File: config.mk
export PLATFORM = sky130hd
export DESIGN_NAME = uart_echo_ctrl
export DESIGN_NICKNAME = d
export VERILOG_FILES = /design/src/rtl/uart_echo_ctrl.sv
export SDC_FILE = /design/constraint.sdc
export NUM_CORES = 1
export LEC_CHECK = 0
export CAP_MARGIN = 20
export CORE_MARGIN = 10
export CORE_UTILIZATION = 53
export CTS_CLUSTER_DIAMETER = 150
export DETAILED_ROUTE_END_ITERATION = 7
export DONT_BUFFER_PORTS = 1
export PLACE_DENSITY = 0.68
export SLEW_MARGIN = 40
export SYNTH_ARGS = -nofsm -noshare
export SYNTH_HDL_FRONTEND = slang
export SYNTH_SLANG_ARGS = --single-unit
File: constraint.sdc
create_clock -name clk -period 6 [get_ports clk]
set_input_delay 1.8 -clock clk [delete_from_list [all_inputs] [get_ports clk]]
set_output_delay 1.8 -clock clk [all_outputs]
set_load 0.05 [all_outputs]
File: src/rtl/uart_echo_ctrl.sv
// uart_echo_ctrl: pops bytes from a receive buffer and echoes them to a UART
// transmitter, tracking the printable length of the current line.
// CR is echoed as CR LF and closes the line; LF and other control bytes are
// dropped; printables past MAX_LINE are answered with BEL (0x07).
// Optional feature macro: UART_ECHO_BS_EN -- when defined, BS/DEL rub out the
// last echoed character with BS SP BS (BEL on an empty line).
module uart_echo_ctrl #(
    parameter int MAX_LINE = 64
) (
    input  logic       clk,
    input  logic       resetn,
    input  logic       rx_empty,
    input  logic [7:0] rx_data,
    output logic       rx_get,
    input  logic       tx_busy,
    output logic       tx_start,
    output logic [7:0] tx_data,
    output logic [7:0] line_len,
    output logic       line_done
);

    typedef enum logic [2:0] {
        IDLE      = 3'd0,
        DECODE    = 3'd1,
        ISSUE     = 3'd2,
        WAIT_ACK  = 3'd3,
        WAIT_DONE = 3'd4
    } state_t;

    localparam logic [7:0] MAX_LEN = 8'(MAX_LINE);
    // Five cycles in WAIT_ACK without busy (counts 0..4) before re-issuing,
    // which gives a six-cycle re-issue period including the ISSUE cycle.
    localparam logic [2:0] ACK_LAST = 3'd4;

    state_t     state, state_nx;
    logic [7:0] rx_byte;
    logic [7:0] q0, q1, q2;
    logic [1:0] q_cnt;
    logic       q_is_cr;
    logic [2:0] ack_cnt;

    logic [1:0] dec_cnt;
    logic [7:0] dec_b0, dec_b1, dec_b2;
    logic       dec_cr, len_inc, len_dec;

    // Classify the latched byte into the echo sequence and line_len update
    always_comb begin
        dec_cnt = 2'd0;
        dec_b0  = rx_byte;
        dec_b1  = 8'h0A;
        dec_b2  = 8'h08;
        dec_cr  = 1'b0;
        len_inc = 1'b0;
        len_dec = 1'b0;
        if (rx_byte >= 8'h20 && rx_byte <= 8'h7E) begin
            dec_cnt = 2'd1;
            if (line_len < MAX_LEN) len_inc = 1'b1;
            else                    dec_b0  = 8'h07;
        end else if (rx_byte == 8'h0D) begin
            dec_cnt = 2'd2;
            dec_cr  = 1'b1;
        end
`ifdef UART_ECHO_BS_EN
        else if (rx_byte == 8'h08 || rx_byte == 8'h7F) begin
            if (line_len != 8'd0) begin
                dec_cnt = 2'd3;
                dec_b0  = 8'h08;
                dec_b1  = 8'h20;
                dec_b2  = 8'h08;
                len_dec = 1'b1;
            end else begin
                dec_cnt = 2'd1;
                dec_b0  = 8'h07;
            end
        end
`endif
    end

    // State register
    always_ff @(posedge clk or negedge resetn) begin
        if (!resetn) state <= IDLE;
        else         state <= state_nx;
    end

    // Next-state logic
    always_comb begin
        state_nx = state;
        case (state)
            IDLE:      if (!rx_empty) state_nx = DECODE;
            DECODE:    state_nx = (dec_cnt != 2'd0) ? ISSUE : IDLE;
            ISSUE:     if (!tx_busy) state_nx = WAIT_ACK;
            WAIT_ACK: begin
                if (tx_busy)                  state_nx = WAIT_DONE;
                else if (ack_cnt == ACK_LAST) state_nx = ISSUE;
            end
            WAIT_DONE: if (!tx_busy) state_nx = (q_cnt == 2'd1) ? IDLE : ISSUE;
            default:   state_nx = IDLE;
        endcase
    end

    // Handshake outputs; rx_get is held low while reset is asserted
    always_comb begin
        rx_get    = resetn && (state == IDLE) && !rx_empty;
        tx_start  = (state == ISSUE) && !tx_busy;
        line_done = (state == WAIT_DONE) && !tx_busy && (q_cnt == 2'd1) && q_is_cr;
    end

    // Input latch, output queue, transmit byte and line length
    always_ff @(posedge clk or negedge resetn) begin
        if (!resetn) begin
            rx_byte  <= 8'h00;
            q0       <= 8'h00;
            q1       <= 8'h00;
            q2       <= 8'h00;
            q_cnt    <= 2'd0;
            q_is_cr  <= 1'b0;
            tx_data  <= 8'h00;
            line_len <= 8'd0;
        end else begin
            if (rx_get) rx_byte <= rx_data;
            case (state)
                DECODE: begin
                    q0      <= dec_b0;
                    q1      <= dec_b1;
                    q2      <= dec_b2;
                    q_cnt   <= dec_cnt;
                    q_is_cr <= dec_cr;
                    if (dec_cnt != 2'd0) tx_data <= dec_b0;
                    if (len_inc)      line_len <= line_len + 8'd1;
                    else if (len_dec) line_len <= line_len - 8'd1;
                end
                WAIT_DONE: begin
                    if (!tx_busy) begin
                        q0    <= q1;
                        q1    <= q2;
                        q_cnt <= q_cnt - 2'd1;
                        if (q_cnt > 2'd1) tx_data <= q1;
                        if (q_cnt == 2'd1 && q_is_cr) line_len <= 8'd0;
                    end
                end
                default: ;
            endcase
        end
    end

    // WAIT_ACK timeout counter, cleared whenever we are not waiting for busy
    always_ff @(posedge clk or negedge resetn) begin
        if (!resetn)                ack_cnt <= 3'd0;
        else if (state == WAIT_ACK) ack_cnt <= ack_cnt + 3'd1;
        else                        ack_cnt <= 3'd0;
    end

endmodule
==> results.json <==
{
  "clkSinkCount": 36,
  "antenna_found_initial": 0,
  "cts_max_level": 2,
  "clkSlewWorstSetupHoldPaths_ns": 0.10,
  "synth_area_leaders": "dfrtp_1, mux2_2, ha_1, nand2_1, a21oi_1",
  "powerDensity_mw_per_mm2": 561.5,
  "grt_usage": 0.1324,
  "hp-class": "reg2reg",
  "skew_ns": 0.01399,
  "ios": 31,
  "crit_chain": "nor4b_2, and3_1",
  "worstMarginPinSlew_ns": 0.8326,
  "grt_max_degree": 38,
  "viasPerCell": 6.229,
  "drtIter0Drc": 107,
  "cp_max_fo": 10,
  "setup_tns_ns": 0,
  "leakage_nw": 0.8215,
  "place_ws_ns": 1.363,
  "dieArea_sq_mm": 0.006205,
  "worst_skew_pair.late_latency_ns": 0.34,
  "wl_per_cell_um": 18.52,
  "rsz0062_at_grt": "false",
  "grt_pass1_vias": 1301,
  "arrival_ns": 2.84,
  "clockBufferDepth": 2,
  "clock.fmax_mhz": 215.6,
  "finalSetupViolations": 0,
  "overflow": 0,
  "seq_area_frac_synth": 0.4921,
  "worst_path_dominant_cell_family": "simple AND/OR/NAND/NOR gates",
  "postCtsSetupRepairBufs": 0,
  "stdcell_area_sq_mm": 0.001909,
  "drt_first_pass_iters": 6,
  "total_power_mw": 1.072,
  "synth_top_area_cell": "dfrtp_1",
  "start_util": 0.5486,
  "fp.dieH_um": 78.77,
  "cts-resized-gates": 0,
  "cts_hold_buffers": 0,
  "synth_cell_types": 50,
  "synth_nets": 183,
  "wl_mm": 3.963,
  "fillers": 306,
  "drc": 0,
  "antenna_cells": 0,
  "placed_area_sq_mm": 0.001863,
  "post-dp-hpwl_mm": 2.947,
  "required_ns": 4.20,
  "worst_setup_path_start_kind": "primary input",
  "cts_tree": "yes",
  "synth_edf_count": 0,
  "ant_nets": 0,
  "core_sq_mm": 0.003337,
  "synth_seq_cells": 36,
  "finalHoldViolations": 0,
  "drv_cap": 0,
  "postSynthCellCount": 167,
  "cp.buffers_inverters": 0,
  "synth_common_cells": "dfrtp_1, nand2_1, inv_1",
  "io_buffers": 0,
  "die_w_um": 78.77,
  "final_util": 0.5722,
  "area_growth_pct": 4.306,
  "status": "complete, no violations",
  "async_reset_ff_frac": 1.000,
  "place.gp.congestion": 0.8265,
  "grt_pass1_wl_mm": 6.561,
  "avgSynthCellArea_sq_um": 10.96,
  "period_minus_slack_ns": 4.638,
  "fin_nets": 184,
  "hold-worst-slack_ns": 0.4844,
  "synth_top_area_share": 0.4921,
  "synth-main-ff-cell": "dfrtp_1",
  "critPathKind": "in2out",
  "slew_headroom": 0.4449,
  "synth_most_common_cell": "dfrtp_1",
  "cts_root_buf": "clkbuf_4",
  "min_period_over_period": 0.7729,
  "slew_viol_final": 0,
  "place_inst": 207,
  "yosys_warnings": 0,
  "via_count": 1333,
  "worst_path_max_delay_cell": "and3_1",
  "worstSetupEndpointType": "output pin",
  "syn_area_sq_mm": 0.001831,
  "final.setup.worst_slack_ns": 1.362,
  "core.rowCount": 21,
  "drive_above_1_share": 0.1429,
  "final_cells": 214,
  "ir_drop_v": 0.0002651,
  "numCtsBuffers": 5,
  "cpPeakStageDelay_ns": 0.56
}
## state kept, by name (all words and copies together), names as in the netlist
| signal | flops |
|---|---|
| ack_cnt | 3 |
| line_len | 8 |
| q1 | 2 |
| q2 | 1 |
| q_cnt | 2 |
| q_is_cr | 1 |
| rx_byte | 8 |
| state | 3 |
| tx_data | 8 |
## area by class of cell
type	count	area (sq um)	share of cell area
sequential	36	900.9	0.4718
multi-input combinational	115	863.3	0.4522
tap	46	57.56	0.03014
clock buffer	6	41.29	0.02163
inverter	9	33.78	0.01769
timing repair buffer	1	7.507	0.003932
clock inverter	1	5.005	0.002621
## layout by cell type (no fill, tap or decap), drive strengths merged, types with 2 or more instances in the layout
cell type,count
dfrtp,36
nand2,11
inv,9
a21oi,9
mux2,9
o21ai,9
nor2,8
and3,6
clkbuf,6
nor2b,4
a22o,4
o2bb2ai,4
ha,4
nand4,3
o21a,3
mux2i,3
nor3b,3
nor4b,2
nand3b,2
and2,2
nand3,2
o211ai,2
a31oi,2
a211oi,2
o31ai,2
nor3,2
## cell families after synthesis
group / Yosys count / synth area share
adders and majority gates: 4 / 0.02734
AOI/OAI and AO/OA: 47 / 0.1886
and+or+nand+nor: 51 / 0.1736
xor gates and xnor gates: 1 / 0.004786
muxes: 12 / 0.07382
buffers and inverters: 16 / 0.03964
DFF: 36 / 0.4921
## layer usage
layer	track usage	vias up	wire length [um]	part of all wire
li1	-	619	-	-
met2	0.2122	47	1955	0.49
met4	0.03763	0	48	0.012
met5	0	-	0	0
met1	0.1484	661	1585	0.40
met3	0.07432	6	373	0.094
## power breakdown
group	leakage [nW]	switching, mW	internal [mW]
clock network	0.0281	0.0730	0.0431
logic	0.355	0.187	0.168
registers	0.439	0.270	0.330
total	0.821	0.530	0.542
## final timing paths
| check | cells past startpoint | to | from | slack, ns |
|---|---|---|---|---|
| max | 2 | line_done | tx_busy | 1.36 |
| min | 1 | q2[3]$_DFFE_PN0P_ | q2[3]$_DFFE_PN0P_ | 0.48 |
| max reg2reg | 3 | rx_byte[7]$_DFFE_PN0P_ | state[0]$_DFFE_PN0P_ | 3.79 |
| min reg2reg | 1 | q2[3]$_DFFE_PN0P_ | q2[3]$_DFFE_PN0P_ | 0.48 |
| max in group asynchronous | 0 | rx_byte[2]$_DFFE_PN0P_ | resetn | 4.76 |
| min in group asynchronous | 0 | ack_cnt[2]$_DFF_PN0_ | resetn | 1.14 |
## worst register-to-register path: stages, from the launching register on
cell	delay, ns
dfrtp_1	0.58
nor4_1	0.37
and2_1	0.73
mux2_2	0.41
Power figures use the tool's default switching activity.
